===== src/rtl/demux_rr_scheduler.sv =====
// rtl/demux_rr_scheduler.sv - round-robin owner of the shared 1-to-16 demux select/enable
// Demux select s drives out[15-s], so the owner index is inverted onto out_sel.
module demux_rr_scheduler #(
  parameter int TIMEOUT      = 255,
  parameter int GUARD_CYCLES = 1
) (
  input  logic        clk,
  input  logic        reset,
  input  logic [15:0] input_req,
  input  logic        input_done,
  output logic [3:0]  out_sel,
  output logic        out_e,
  output logic [15:0] out_grant,
  output logic        out_busy,
  output logic        out_timeout
);

  typedef enum logic [1:0] {IDLE, SETUP, GRANT, GUARD} state_t;

  localparam logic [7:0] TO_LIMIT   = 8'(TIMEOUT);
  localparam logic [3:0] GUARD_LAST = 4'(GUARD_CYCLES);

  state_t      state;
  logic [3:0]  ptr;
  logic [3:0]  owner;
  logic [7:0]  timer;
  logic [3:0]  gcnt;

  logic [3:0]  next_idx;
  logic [3:0]  cand;
  logic        found;
  logic        owner_req;
  logic        to_hit;
  logic        grant_exit;
  logic        to_only;

  // Search starts just past the last owner, so a held request waits at most 15 grants.
  always_comb begin
    next_idx = ptr;
    cand     = ptr;
    found    = 1'b0;
    for (int k = 1; k <= 16; k++) begin
      cand = ptr + 4'(k);
      if (!found && input_req[cand]) begin
        found    = 1'b1;
        next_idx = cand;
      end
    end
  end

  always_comb begin
    owner_req  = input_req[owner];
    to_hit     = (TO_LIMIT != 8'd0) && (timer == TO_LIMIT);
    grant_exit = input_done || !owner_req || to_hit;
    to_only    = to_hit && !input_done && owner_req;
  end

  always_ff @(posedge clk or posedge reset) begin
    if (reset) begin
      state       <= IDLE;
      out_sel     <= 4'd0;
      out_e       <= 1'b0;
      out_grant   <= 16'd0;
      out_busy    <= 1'b0;
      out_timeout <= 1'b0;
      ptr         <= 4'hF;
      owner       <= 4'd0;
      timer       <= 8'd0;
      gcnt        <= 4'd0;
    end else begin
      out_timeout <= 1'b0;
      case (state)
        IDLE: begin
          if (|input_req) begin
            owner     <= next_idx;
            out_sel   <= 4'hF - next_idx;
            out_grant <= 16'd1 << next_idx;
            out_busy  <= 1'b1;
            state     <= SETUP;
          end
        end
        SETUP: begin
          // Select has had a full cycle to settle before enable rises.
          out_e <= 1'b1;
          timer <= 8'd1;
          state <= GRANT;
        end
        GRANT: begin
          if (grant_exit) begin
            out_e       <= 1'b0;
            out_grant   <= 16'd0;
            ptr         <= owner;
            timer       <= 8'd0;
            gcnt        <= 4'd1;
            out_timeout <= to_only;
            state       <= GUARD;
          end else if (timer != 8'hFF) begin
            timer <= timer + 8'd1;
          end
        end
        GUARD: begin
          if (gcnt >= GUARD_LAST) begin
            out_busy <= 1'b0;
            gcnt     <= 4'd0;
            state    <= IDLE;
          end else begin
            gcnt <= gcnt + 4'd1;
          end
        end
        default: state <= IDLE;
      endcase
    end
  end

endmodule

===== config.mk =====
export PLATFORM = sky130hd
export DESIGN_NAME = demux_rr_scheduler
export DESIGN_NICKNAME = d
export VERILOG_FILES = /design/src/rtl/demux_rr_scheduler.sv
export SDC_FILE = /design/constraint.sdc
export NUM_CORES = 1
export LEC_CHECK = 0
export ABC_AREA = 1
export CORE_MARGIN = 3
export CORE_UTILIZATION = 40
export DETAILED_ROUTE_END_ITERATION = 6
export GPL_TIMING_DRIVEN = 1
export PLACE_DENSITY = 0.66
export SLEW_MARGIN = 20
export SYNTH_ARGS = -nofsm -noshare
export SYNTH_HDL_FRONTEND = slang
export SYNTH_SLANG_ARGS = --single-unit
export TNS_END_PERCENT = 5

===== constraint.sdc =====
create_clock -name clk -period 9.7 [get_ports clk]
set_input_delay 0.97 -clock clk [delete_from_list [all_inputs] [get_ports clk]]
set_output_delay 0.97 -clock clk [all_outputs]
set_load 0.01 [all_outputs]

==> tab_implementation.tex, run 1 <==
\begin{tabular}{lr}
\hline
Metric & Value \\
\hline
\multicolumn{2}{l}{\textbf{Floorplanning}} \\
\quad Placeable core region & approximately 10000 µm² \\
\quad Initial standard-cell utilization of the core & 0.417 \\
\quad Area enclosed by the die boundary & approximately 12000 µm² \\
\quad Count of boundary I/O pins & 42 \\
\quad FP Rows & 36 \\
\quad Vertical extent of the die & between 100 and 150 µm \\
\quad Chip width & between 100 and 150 µm \\
\multicolumn{2}{l}{\textbf{Worst setup path}} \\
\quad Kind of critical path & reg2reg \\
\quad Worst path required time & just under 10 ns \\
\quad Worst R2R Path Depth & 27 \\
\quad Reg-to-Reg Start & ptr[0]\$\_DFFE\_PP1P\_ \\
\quad Critical Path Sink Type & flop \\
\quad Register-to-register path setup slack & between 5 and 6 ns \\
\quad Crit Reg-Reg Endpoint & out\_grant[4]\$\_DFFE\_PP0P\_ \\
\quad Maximum net fanout on the critical path & 30 \\
\quad Arrival time of the worst setup path & approximately 4.8 ns \\
\quad Launching element type of the critical path & flop \\
\multicolumn{2}{l}{\textbf{Synth}} \\
\quad Synth top area cells & sky130\_fd\_sc\_hd\_\_dfrtp\_1 25\%, sky130\_fd\_sc\_hd\_\_nand2\_1 19\%, sky130\_fd\_sc\_hd\_\_nand3\_1 13\% \\
\quad Most instantiated flip-flop cell in the synthesis netlist & sky130\_fd\_sc\_hd\_\_dfrtp\_1 \\
\quad Most common library cells after synthesis & 208 x sky130\_fd\_sc\_hd\_\_nand2\_1, 106 x sky130\_fd\_sc\_hd\_\_nand3\_1, 56 x sky130\_fd\_sc\_hd\_\_inv\_1, 41 x sky130\_fd\_sc\_hd\_\_dfrtp\_1, 36 x sky130\_fd\_sc\_hd\_\_nor2\_1 \\
\quad Most used standard cell by instance count after synthesis & sky130\_fd\_sc\_hd\_\_nand2\_1 \\
\quad Nets in the synthesized netlist & approximately 660 \\
\quad Number of enable flip-flop cells after synthesis & 0 \\
\quad Cell area after synthesis & just over 4000 µm² \\
\quad Number of register bits inferred by synthesis & 45 \\
\quad Share of synthesized registers carrying an async set or reset & 1.00 \\
\quad Post-synth top area cell & sky130\_fd\_sc\_hd\_\_dfrtp\_1 \\
\quad Mean cell area of the mapped netlist & about 6.6 µm² \\
\quad Synth warnings & 0 \\
\quad Area fraction of the dominant cell type after synthesis & 0.247 \\
\quad Sequential area share after synthesis & 0.272 \\
\quad Synth unique cells & slightly below 50 \\
\quad Synth Instances & roughly 630 \\
\multicolumn{2}{l}{\textbf{Timing}} \\
\quad Setup repair after global routing missed its margin & no \\
\quad Final Hold Vio Count & 0 \\
\quad Hold slack & 0.486 ns \\
\quad Worst rel slew slack & 0.585 \\
\quad Top achievable clock speed & $\sim$0.22 GHz \\
\quad Clock skew after layout & roughly 0.0038 ns \\
\quad Slew at the pin closest to its max-slew limit & between 0.6 and 0.7 ns \\
\quad Time the final worst path needs with I/O delays and setup & $\sim$4.6 ns \\
\quad Number of endpoints failing setup at the final stage & 0 \\
\quad Worst Slack Setup Final & slightly above 5 ns \\
\quad Total negative slack for setup checks & 0 ns \\
\quad Number of pins with negative max-slew slack in the final report & 0 \\
\quad Tcrit/Tclk final & 0.471 \\
\multicolumn{2}{l}{\textbf{Worst hold path}} \\
\quad Worst Hold Depth & 2 \\
\quad Type of the worst min-delay path & reg2reg \\
\quad Hold\_sp & out\_grant[8]\$\_DFFE\_PP0P\_ \\
\quad Hold endpoint & out\_grant[8]\$\_DFFE\_PP0P\_ \\
\multicolumn{2}{l}{\textbf{Detailed routing}} \\
\quad Routed Wire Length & 11500 µm \\
\quad Per-cell via count in the routed design & 5.28 \\
\quad DRC violation count after routing & 0 \\
\quad Routed wirelength normalized by instance count & around 14 µm \\
\quad Number of search-and-repair iterations in the first detailed-routing pass & 5 \\
\quad Total vias in the final route & approximately 4200 \\
\quad Number of DRC markers after the initial detailed-route iteration & 238 \\
\quad Remaining number of nets flagged by the antenna check after routing & 0 \\
\multicolumn{2}{l}{\textbf{Place}} \\
\quad Quantity of I/O buffers inserted on ports & 41 \\
\quad Worst slack at placement & 5.25 ns \\
\quad Routability-driven placement congestion ratio & 0.959 \\
\quad Detailed placement HPWL & roughly 8800 µm \\
\multicolumn{2}{l}{\textbf{Clock network}} \\
\quad Number of buffers added to fix hold violations after cts & 0 \\
\quad Buffer type at the clock tree root & sky130\_fd\_sc\_hd\_\_clkbuf\_8 \\
\quad CTS sink count & 45 \\
\quad Post-CTS setup buffer count & 0 \\
\quad Count of cells resized by post-cts repair & 0 \\
\quad Clk Latency, worst-skew pair & 0.30 ns \\
\quad CTS clock-pin slew for the worst setup and hold paths & approximately 0.090 ns \\
\quad Maximum buffer depth of the clock tree & 2 \\
\quad Number of levels the H-tree was split into & 2 \\
\quad CTS Buf Count & 5 \\
\quad CTS tree & done \\
\multicolumn{2}{l}{\textbf{Global routing}} \\
\quad Maximum number of pins on one net before global-route repair & 46 \\
\quad Remaining global-route overflow & 0 \\
\quad Vias in the first global route & around 4100 \\
\quad Global-route wire length before repair & $\sim$19000 µm \\
\quad Total routing resource utilization after global routing & 0.205 \\
\quad Number of antenna violations at the first check in global routing & 0 \\
\multicolumn{2}{l}{\textbf{Finish}} \\
\quad Flip-flop and latch area & roughly 1100 µm² \\
\quad Number of fill cells & just over 1000 \\
\quad Utilization after layout & 0.478 \\
\quad Antenna diode count & 0 \\
\quad Area occupied by multi-input gates & around 2700 µm² \\
\quad Signed area change from the synthesized netlist to the final layout & 14.6\% \\
\quad Final nets & about 700 \\
\quad Layout cell share with drive strength beyond 1 & 0.105 \\
\multicolumn{2}{l}{\textbf{Outcome}} \\
\quad Run status & completed \\
\multicolumn{2}{l}{\textbf{Run}} \\
\quad Max-Cap Viols & 0 \\
\hline
\end{tabular}
==> flip-flops by register name, summed over array words and instances (netlist names) <==
| signal | count |
|---|---|
| gcnt | 4 |
| out_busy | 1 |
| out_e | 1 |
| out_grant | 16 |
| out_sel | 4 |
| out_timeout | 1 |
| owner | 4 |
| ptr | 4 |
| state | 2 |
| timer | 8 |
==> per-layer routing <==
metal / track usage / vias to the layer above / wire length (µm)
li1: - / 2111 / -
met1: 0.261 / 1927 / 5020
met2: 0.347 / 142 / 5500
met3: 0.0252 / 29 / 608
met4: 0.0947 / 0 / 410
met5: 0 / - / 0
==> placed cells by master (no fill, tap or decap), types with 3 or more instances in the layout <==
cell,synthesis,routed
sky130_fd_sc_hd__nand2_1,208,208
sky130_fd_sc_hd__nand3_1,106,106
sky130_fd_sc_hd__inv_1,56,55
sky130_fd_sc_hd__dfrtp_1,41,41
sky130_fd_sc_hd__clkdlybuf4s50_1,0,41
sky130_fd_sc_hd__nor2_1,36,36
sky130_fd_sc_hd__o21ai_0,31,31
sky130_fd_sc_hd__ha_1,16,16
sky130_fd_sc_hd__inv_2,12,12
sky130_fd_sc_hd__nand2_2,12,12
sky130_fd_sc_hd__xor2_1,9,9
sky130_fd_sc_hd__a21oi_1,8,8
sky130_fd_sc_hd__nor2_4,6,6
sky130_fd_sc_hd__o211ai_1,5,5
sky130_fd_sc_hd__clkbuf_8,0,5
sky130_fd_sc_hd__nand3_2,4,4
sky130_fd_sc_hd__o21a_1,4,4
sky130_fd_sc_hd__clkinv_1,3,4
sky130_fd_sc_hd__nor4_1,4,4
sky130_fd_sc_hd__dfstp_2,4,4
sky130_fd_sc_hd__nand2_4,3,3
sky130_fd_sc_hd__a21oi_4,3,3
sky130_fd_sc_hd__a21oi_2,3,3
sky130_fd_sc_hd__nand4_1,3,3
sky130_fd_sc_hd__o22ai_1,3,3
sky130_fd_sc_hd__o21ai_1,3,3
sky130_fd_sc_hd__xnor2_1,3,3
==> final cells by class <==
cell class,count,share of cell area
tap,133,0.0349
sequential,45,0.238
clock inverter,2,0.00815
inverter,71,0.0560
clock buffer,6,0.0152
multi-input combinational,497,0.559
timing repair buffer,43,0.0893
==> worst max-delay path, stage by stage, from the launching register on <==
cell and delay, ns:
sky130_fd_sc_hd__dfstp_2 0.92, sky130_fd_sc_hd__inv_2 0.28, sky130_fd_sc_hd__ha_1 0.55, sky130_fd_sc_hd__inv_2 0.27
sky130_fd_sc_hd__nand3_1 0.16, sky130_fd_sc_hd__nand3_1 0.11, sky130_fd_sc_hd__nand2_1 0.09, sky130_fd_sc_hd__nand2_2 0.11
sky130_fd_sc_hd__nand2_4 0.09, sky130_fd_sc_hd__inv_1 0.11, sky130_fd_sc_hd__nand2_1 0.06, sky130_fd_sc_hd__nor2_1 0.18
sky130_fd_sc_hd__nand3_1 0.22, sky130_fd_sc_hd__inv_1 0.13, sky130_fd_sc_hd__nand2_1 0.05, sky130_fd_sc_hd__nand3_1 0.08
sky130_fd_sc_hd__nand3_1 0.08, sky130_fd_sc_hd__nand2_1 0.08, sky130_fd_sc_hd__nand2_1 0.05, sky130_fd_sc_hd__nand2_1 0.06
sky130_fd_sc_hd__nand2_1 0.07, sky130_fd_sc_hd__nand3_1 0.07, sky130_fd_sc_hd__nand2_1 0.07, sky130_fd_sc_hd__nand3_2 0.09
sky130_fd_sc_hd__nand2_1 0.13, sky130_fd_sc_hd__nor2_2 0.20, sky130_fd_sc_hd__nand3_1 0.12, sky130_fd_sc_hd__nand2_1 0.08
==> worst max-delay path by stage <==
stage	slack, ns	endpoint	start
floorplan	6.26	out_grant[7]$_DFFE_PP0P_	ptr[1]$_DFFE_PP1P_
global route	4.69	out_grant[0]$_DFFE_PP0P_	ptr[0]$_DFFE_PP1P_
CTS	5.22	out_grant[4]$_DFFE_PP0P_	ptr[0]$_DFFE_PP1P_
finish	5.13	out_grant[4]$_DFFE_PP0P_	ptr[0]$_DFFE_PP1P_
global placement	5.36	out_grant[4]$_DFFE_PP0P_	ptr[0]$_DFFE_PP1P_
detailed placement	5.25	out_grant[9]$_DFFE_PP0P_	ptr[0]$_DFFE_PP1P_
==> cells by family after synthesis <==
kind of cell / after synthesis / synth area share
simple gates: 400 / 0.453
compound gates: 67 / 0.103
xor+xnor: 14 / 0.0358
buf+inv: 85 / 0.0873
flops: 45 / 0.272
fa+ha+maj: 16 / 0.0482
==> stage by stage <==
stage | instances | instance area, µm²
after floorplan | 627 | 4160
after global placement | 789 | 4650
after detailed placement | 789 | 4650
after CTS | 797 | 4760
after global routing | 797 | 4760
final | 797 | 4760
Power of run 1 is left out: the tool's default activity adds up to more than one toggle a clock period on the data nets, which glitch-free logic cannot reach.
==> inputs of run 2 (changes only) <==
PLACE_DENSITY = 0.69   (was 0.66)
clock period = 4.1 ns   (was 9.7 ns; I/O delays follow)
==> run 2 against run 1 <==
Net effect:
- first-iteration DRC count grew 32%
- wire length is 0.50% lower
- largest cell class unchanged
- non-clock buffer count increased by 4
- critical path type unchanged
- setup slack worse by 4.8 ns
- die area unchanged
- maximum frequency rose by 22%
- highest routed layer unchanged
- via count rose by 0.48%
- hold slack got worse by 0.0031 ns
- sequential cell count unchanged
- sequential share of layout area down 0.29 points
==> tab_implementation.tex, run 2 (same netlist as run 1, synthesis figures left out) <==
\begin{tabular}{lr}
\hline
Metric & Value \\
\hline
\multicolumn{2}{l}{\textbf{Worst setup path}} \\
\quad Timing startpoint of the critical path & ptr[2]\$\_DFFE\_PP1P\_ \\
\quad Register-to-register path setup slack & 0.36 ns \\
\quad Worst path required time & about 4.3 ns \\
\quad Maximum net fanout on the critical path & 11 \\
\quad Arrival time of the worst setup path & 3.99 ns \\
\quad Kind of critical path & reg2reg \\
\quad Worst R2R Path Depth & 26 \\
\quad Launching element type of the critical path & flop \\
\quad Crit Reg-Reg Endpoint & out\_grant[9]\$\_DFFE\_PP0P\_ \\
\quad Critical Path Sink Type & flop \\
\quad Reg-to-Reg Start & ptr[2]\$\_DFFE\_PP1P\_ \\
\multicolumn{2}{l}{\textbf{Clock network}} \\
\quad CTS tree & done \\
\quad Number of levels the H-tree was split into & 2 \\
\quad Maximum buffer depth of the clock tree & 2 \\
\quad Clk Latency, worst-skew pair & 0.30 ns \\
\quad CTS clock-pin slew for the worst setup and hold paths & roughly 0.090 ns \\
\quad Buffer type at the clock tree root & sky130\_fd\_sc\_hd\_\_clkbuf\_8 \\
\quad CTS Buf Count & 5 \\
\quad CTS sink count & between 40 and 50 \\
\quad Post-CTS setup buffer count & 0 \\
\multicolumn{2}{l}{\textbf{Timing}} \\
\quad Final Hold Vio Count & 0 \\
\quad Clock skew after layout & around 0.015 ns \\
\quad Tcrit/Tclk final & 0.913 \\
\quad Slew at the pin closest to its max-slew limit & 0.649 ns \\
\quad Worst rel slew slack & 0.565 \\
\quad Total negative slack for setup checks & 0 ns \\
\quad Top achievable clock speed & $\sim$0.27 GHz \\
\quad Time the final worst path needs with I/O delays and setup & between 3 and 4 ns \\
\quad Number of endpoints failing setup at the final stage & 0 \\
\quad Setup repair after global routing missed its margin & no \\
\quad Number of pins with negative max-slew slack in the final report & 0 \\
\multicolumn{2}{l}{\textbf{Detailed routing}} \\
\quad DRC violation count after routing & 0 \\
\quad Routed Wire Length & 11500 µm \\
\quad Number of search-and-repair iterations in the first detailed-routing pass & 5 \\
\quad Met2 wire length & 5530 µm \\
\quad Remaining number of nets flagged by the antenna check after routing & 0 \\
\quad Total vias in the final route & roughly 4200 \\
\quad Wire length on met1 & between 4000 and 5000 µm \\
\quad Sum of met3 wire segment lengths after detailed routing & $\sim$670 µm \\
\quad Number of DRC markers after the initial detailed-route iteration & about 320 \\
\quad Routed wirelength normalized by instance count & approximately 14 µm \\
\quad Highest Signal Layer & met4 \\
\quad Per-cell via count in the routed design & around 5.3 \\
\multicolumn{2}{l}{\textbf{Worst hold path}} \\
\quad Hold\_sp & out\_grant[1]\$\_DFFE\_PP0P\_ \\
\quad Worst Hold Depth & 2 \\
\quad Type of the worst min-delay path & reg2reg \\
\quad Hold endpoint & out\_grant[1]\$\_DFFE\_PP0P\_ \\
\multicolumn{2}{l}{\textbf{Place}} \\
\quad Detailed placement HPWL & between 8000 and 9000 µm \\
\quad Routability-driven placement congestion ratio & about 0.98 \\
\quad Quantity of I/O buffers inserted on ports & 41 \\
\multicolumn{2}{l}{\textbf{Floorplanning}} \\
\quad Chip width & 108 µm \\
\quad Vertical extent of the die & $\sim$110 µm \\
\quad Placeable core region & between 9000 and 10000 µm² \\
\quad Initial standard-cell utilization of the core & 0.417 \\
\quad Area enclosed by the die boundary & between 10000 and 15000 µm² \\
\quad FP Rows & 36 \\
\quad Count of boundary I/O pins & 42 \\
\multicolumn{2}{l}{\textbf{Global routing}} \\
\quad Vias in the first global route & 4018 \\
\quad Remaining global-route overflow & 0 \\
\quad Maximum number of pins on one net before global-route repair & between 40 and 50 \\
\quad Total routing resource utilization after global routing & 0.206 \\
\quad Number of antenna violations at the first check in global routing & 0 \\
\quad Global-route wire length before repair & about 19000 µm \\
\multicolumn{2}{l}{\textbf{Finish}} \\
\quad Area occupied by multi-input gates & 2680 µm² \\
\quad Signed area change from the synthesized netlist to the final layout & 16.0\% \\
\quad Max FFs per register & 16 \\
\quad Most common cell after layout, fill and taps aside & sky130\_fd\_sc\_hd\_\_nand2\_1 \\
\quad Layout cell share with drive strength beyond 1 & 0.117 \\
\quad Number of fill cells & $\sim$980 \\
\quad Flip-flop and latch area & between 1000 and 1500 µm² \\
\quad Reg with most FFs & out\_grant \\
\quad Final nets & 702 \\
\quad Antenna diode count & 0 \\
\quad Commonest non-fill, non-tap cells in the layout & 208 x sky130\_fd\_sc\_hd\_\_nand2\_1, 105 x sky130\_fd\_sc\_hd\_\_nand3\_1, 55 x sky130\_fd\_sc\_hd\_\_inv\_1, 41 x sky130\_fd\_sc\_hd\_\_dfrtp\_1, 41 x sky130\_fd\_sc\_hd\_\_clkdlybuf4s50\_1 \\
\quad Registers with the most flip-flops & out\_grant: 16 flops, timer: 8 flops \\
\multicolumn{2}{l}{\textbf{Run}} \\
\quad Max-Cap Viols & 0 \\
\multicolumn{2}{l}{\textbf{Outcome}} \\
\quad Run status & completed \\
\hline
\end{tabular}
==> run 2: cell count changes in the layout (fill, tap and decap cells not counted), sizes merged <==
cell and delta:
buf +4
==> run 2: metal layers <==
layer	track usage	up-vias
met4	0.0757	0
met3	0.0246	31
met1	0.272	1923
li1	-	2118
met2	0.345	157
met5	0	-
==> run 2: area by class of cell <==
type | instances | area share
sequential | 45 | 0.235
inverter | 71 | 0.0558
timing repair buffer | 47 | 0.0953
clock buffer | 6 | 0.0151
tap | 133 | 0.0345
multi-input combinational | 497 | 0.557
clock inverter | 2 | 0.00805
==> run 2: through the flow <==
stage	setup slack [ns]	hold slack, ns	area, µm²	util	std cells
global placement	0.221	0.468	4680	0.470	793
detailed placement	0.146	0.469	4680	0.470	793
CTS	0.136	0.491	4790	0.481	801
floorplan	0.656	0.474	4160	-	627
global route	0.0297	0.512	4820	0.484	801
finish	0.357	0.483	4820	0.484	801
==> run 2: worst max-delay path, cell delays in order (launching register included) <==
cell and delay, ns:
sky130_fd_sc_hd__dfstp_2 0.63, sky130_fd_sc_hd__inv_2 0.15, sky130_fd_sc_hd__ha_2 0.43, sky130_fd_sc_hd__inv_1 0.18
sky130_fd_sc_hd__nand3_1 0.13, sky130_fd_sc_hd__nand2_1 0.11, sky130_fd_sc_hd__nand2_1 0.12, sky130_fd_sc_hd__nand2_2 0.10
sky130_fd_sc_hd__inv_2 0.10, sky130_fd_sc_hd__nand3_4 0.11, sky130_fd_sc_hd__nor2_8 0.13, sky130_fd_sc_hd__nand4_4 0.11
sky130_fd_sc_hd__nor2_4 0.13, sky130_fd_sc_hd__nand3_1 0.19, sky130_fd_sc_hd__inv_2 0.15, sky130_fd_sc_hd__nand2_1 0.06
sky130_fd_sc_hd__nand2_1 0.06, sky130_fd_sc_hd__inv_2 0.03, sky130_fd_sc_hd__nand2_1 0.06, sky130_fd_sc_hd__nand2_1 0.06
sky130_fd_sc_hd__nand2_1 0.05, sky130_fd_sc_hd__nand2_1 0.06, sky130_fd_sc_hd__nand2_2 0.10, sky130_fd_sc_hd__nand2_2 0.11
sky130_fd_sc_hd__nor2_8 0.15, sky130_fd_sc_hd__nand3_1 0.11, sky130_fd_sc_hd__nand2_1 0.08
==> run 2: what timing repair did <==
action / CTS / global route
resized for setup: 0 / 7
setup endpoints to repair: 0 / 24
hold buffers: 0 / 0
==> run 2: worst max path at each step <==
| stage | endpoint | depth (start not counted) | slack, ns |
|---|---|---|---|
| 2_1_floorplan | out_grant[7]$_DFFE_PP0P_ | 26 | 0.66 |
| 3_3_place_gp | out_grant[8]$_DFFE_PP0P_ | 27 | 0.22 |
| 3_5_place_dp | out_grant[9]$_DFFE_PP0P_ | 26 | 0.15 |
| 4_1_cts | out_grant[9]$_DFFE_PP0P_ | 26 | 0.14 |
| 5_1_grt | out_grant[6]$_DFFE_PP0P_ | 28 | 0.03 |
| 6_report | out_grant[9]$_DFFE_PP0P_ | 26 | 0.36 |
Power of run 2 is left out for the same reason.
==> RTL edit (flow settings as in run 2) <==
Put one more register stage on the output `out_timeout`, with the module's reset. The value now appears one clock later. The other outputs are not delayed to match.
--- a/src/rtl/demux_rr_scheduler.sv
+++ b/src/rtl/demux_rr_scheduler.sv
@@ -19,6 +19,8 @@
 
   localparam logic [7:0] TO_LIMIT   = 8'(TIMEOUT);
   localparam logic [3:0] GUARD_LAST = 4'(GUARD_CYCLES);
+
+  logic out_timeout_s0;
 
   state_t      state;
   logic [3:0]  ptr;
@@ -62,13 +64,13 @@
       out_e       <= 1'b0;
       out_grant   <= 16'd0;
       out_busy    <= 1'b0;
-      out_timeout <= 1'b0;
+      out_timeout_s0 <= 1'b0;
       ptr         <= 4'hF;
       owner       <= 4'd0;
       timer       <= 8'd0;
       gcnt        <= 4'd0;
     end else begin
-      out_timeout <= 1'b0;
+      out_timeout_s0 <= 1'b0;
       case (state)
         IDLE: begin
           if (|input_req) begin
@@ -92,7 +94,7 @@
             ptr         <= owner;
             timer       <= 8'd0;
             gcnt        <= 4'd1;
-            out_timeout <= to_only;
+            out_timeout_s0 <= to_only;
             state       <= GUARD;
           end else if (timer != 8'hFF) begin
             timer <= timer + 8'd1;
@@ -112,4 +114,12 @@
     end
   end
 
+  always_ff @(posedge clk or posedge reset) begin
+    if (reset) begin
+      out_timeout <= '0;
+    end else begin
+      out_timeout <= out_timeout_s0;
+    end
+  end
+
 endmodule
Check against the original RTL: same outputs for any inputs over 4 cycles, from zero or initial values and one cycle with reset high; that may be too few to reach the edited logic, so the function may still have changed.
==> RTL edit against run 2 <==
  * Worst setup slack worse by 0.071 ns
  * Area after synthesis is 0.54% lower
  * Wire length rose by 6.7%
  * Sequential cell count is 1 higher
  * Clock skew down 0.0056 ns
  * Final area rose by 2.1%
  * Critical path type unchanged
  * Utilization increased by 1.2 points
Power is not shown: default switching activity piles up to over one toggle a cycle in this logic, so the estimate is an artifact.
==> RTL edit: results (changes against run 2) <==
stage;metric;value;unit;change
critical_path;regToRegSetupSlack;0.29;ns;was 0.36 ns
grt;grt_pass1_wl;20300;µm;was 19300 µm
final_layout;n_antenna_cell;0;;unchanged
clocking;clock_latency;0.31;ns;
clocking;clockBufferDepth;2;;unchanged
critical_path;path_max_fanout;12;;was 11
detailed_routing;drt_wl_total;12300;µm;was 11500 µm
synthesis;synth.area.top_cells;dfrtp_1 (25%), nand2_1 (19%), nand3_1 (12%);;was dfrtp_1 (25%), nand2_1 (19%), nand3_1 (13%)
detailed_routing;drtIter0Drc;262;;was 315
grt;antenna_found_initial;0;;unchanged
clocking;cts-buffers-inserted;5;;unchanged
synthesis;ys_types;45;;was 49
timing;fin_skew;0.00955;ns;was 0.0152 ns
critical_path;critPathTopFamily;simple AND/OR/NAND/NOR gates;;unchanged
synthesis;ys_top_cells_by_count;nand2_1 (211), nand3_1 (100), inv_1 (64);;was nand2_1 (208), nand3_1 (106), inv_1 (56)
worst_hold_path;whs_path_depth;0;;was 2
grt;grt_max_degree;47;;was 46
timing;slew_headroom;35.9;%;was 56.5%
critical_path;rr_endpoint;out_grant[0]$_DFFE_PP0P_;;was out_grant[9]$_DFFE_PP0P_
final_layout;drive_gt1_share;12.0;%;was 11.7%
critical_path;slowest_delay;0.57;ns;was 0.63 ns
synthesis;ys_async_sr_fraction;100;%;unchanged
critical_path;rr_worst_depth;21;;was 26
synthesis;synth.top_cell.area_share;25.4;%;was 24.7%
placed_design;portBuffers;41;;unchanged
detailed_routing;first_pass_iters;5;;unchanged
worst_hold_path;hold-path-endpoint;out_timeout$_DFF_PP0_;;was out_grant[1]$_DFFE_PP0P_
placed_design;hpwl;9250;µm;was 8960 µm
worst_hold_path;hold_path.startpoint;out_timeout_s0$_DFF_PP0_;;was out_grant[1]$_DFFE_PP0P_
synthesis;ys_seq_area_share;28.0;%;was 27.2%
grt;groute.usage.overall;21.9;%;was 20.6%
worst_hold_path;hp-class;register to register;;unchanged
clocking;clkTransAtPathRegs;0.10;ns;
critical_path;slowest_stage;dfstp_2;;unchanged
status;status;finished, final reports clean;;unchanged
final_layout;nFillCells;972;;was 979
detailed_routing;via_count;4381;;was 4229
critical_path;worstReg2RegStart;ptr[1]$_DFFE_PP1P_;;was ptr[2]$_DFFE_PP1P_
synthesis;synth_nets;677;;was 662
clocking;cts_root_buffer;clkbuf_8;;unchanged
placed_design;gp_congestion;0.895;;was 0.978
grt;grt_pass1_vias;4290;;was 4018
final_layout;num-nets-final;726;;was 702
==> RTL edit: cell count changes in the layout (fill, tap and decap cells not counted), moves of 4 or more <==
cell     change
o21ai_1     +10
buf_4        +6
inv_1        +6
nor2_1       +6
o21ai_0      -6
nand3_1      -5
nand4_1      +4
==> RTL edit: layout make-up <==
| type | instances | area (µm²) | share of cell area (%) |
|---|---|---|---|
| Timing Repair Buffer | 55 | 527 | 10.7 |
| Timing Repair inverter | 1 | 5.00 | 0.102 |
| Inverter | 80 | 310 | 6.30 |
| Clock buffer | 5 | 68.8 | 1.40 |
| Tap cell | 133 | 166 | 3.38 |
| Multi-Input combinational cell | 502 | 2640 | 53.6 |
| Sequential cell | 46 | 1160 | 23.5 |
| Clock inverter | 3 | 48.8 | 0.991 |
==> RTL edit: through the flow <==
stage               area (µm²)  hold slack [ns]  std cells  util (%)  setup WS [ns]
floorplan                 4130            0.331        642         -          0.502
global route              4920            0.382        825      49.7        -0.0300
CTS                       4790            0.374        818      48.4         0.0828
finish                    4920            0.371        825      49.7          0.285
global placement          4670            0.345        809      47.1          0.187
detailed placement        4680            0.341        810      47.2          0.117
==> RTL edit: timing repair <==
action | 4_1_cts | 5_1_grt
setup endpoints to repair | 0 | 24
endpoints found under the hold margin | 0 | 0
resized for setup | 0 | 19
buffers inserted | 0 | 6
==> RTL edit: kinds of logic after synthesis <==
kind of cell / after synthesis / share of synthesized area (%)
simple gates: 398 / 43.9
buf+inv: 94 / 9.60
compound gates: 75 / 10.5
flops: 46 / 28.0
fa+ha+maj: 16 / 4.84
xor+xnor: 13 / 3.12
==> RTL edit: worst max-delay path by stage <==
stage	slack (ns)	endpoint	startpoint	cells after the start
after floorplan	0.50	out_grant[14]$_DFFE_PP0P_	ptr[1]$_DFFE_PP1P_	26
after global placement	0.19	out_sel[2]$_DFFE_PP0P_	ptr[0]$_DFFE_PP1P_	23
after detailed placement	0.12	out_sel[2]$_DFFE_PP0P_	ptr[0]$_DFFE_PP1P_	20
after CTS	0.08	out_sel[2]$_DFFE_PP0P_	ptr[0]$_DFFE_PP1P_	20
after global routing	-0.03	out_grant[6]$_DFFE_PP0P_	ptr[1]$_DFFE_PP1P_	25
final	0.29	out_grant[0]$_DFFE_PP0P_	ptr[1]$_DFFE_PP1P_	21
==> RTL edit: routing by layer <==
layer	vias up	track usage (%)	share of wire, %	routed length [µm]
li1	2179	-	-	-
met1	2015	27.9	43	5250
met2	158	37.7	49	6050
met3	29	3.00	5.2	634
met4	0	7.94	2.6	315
met5	-	0	0	0
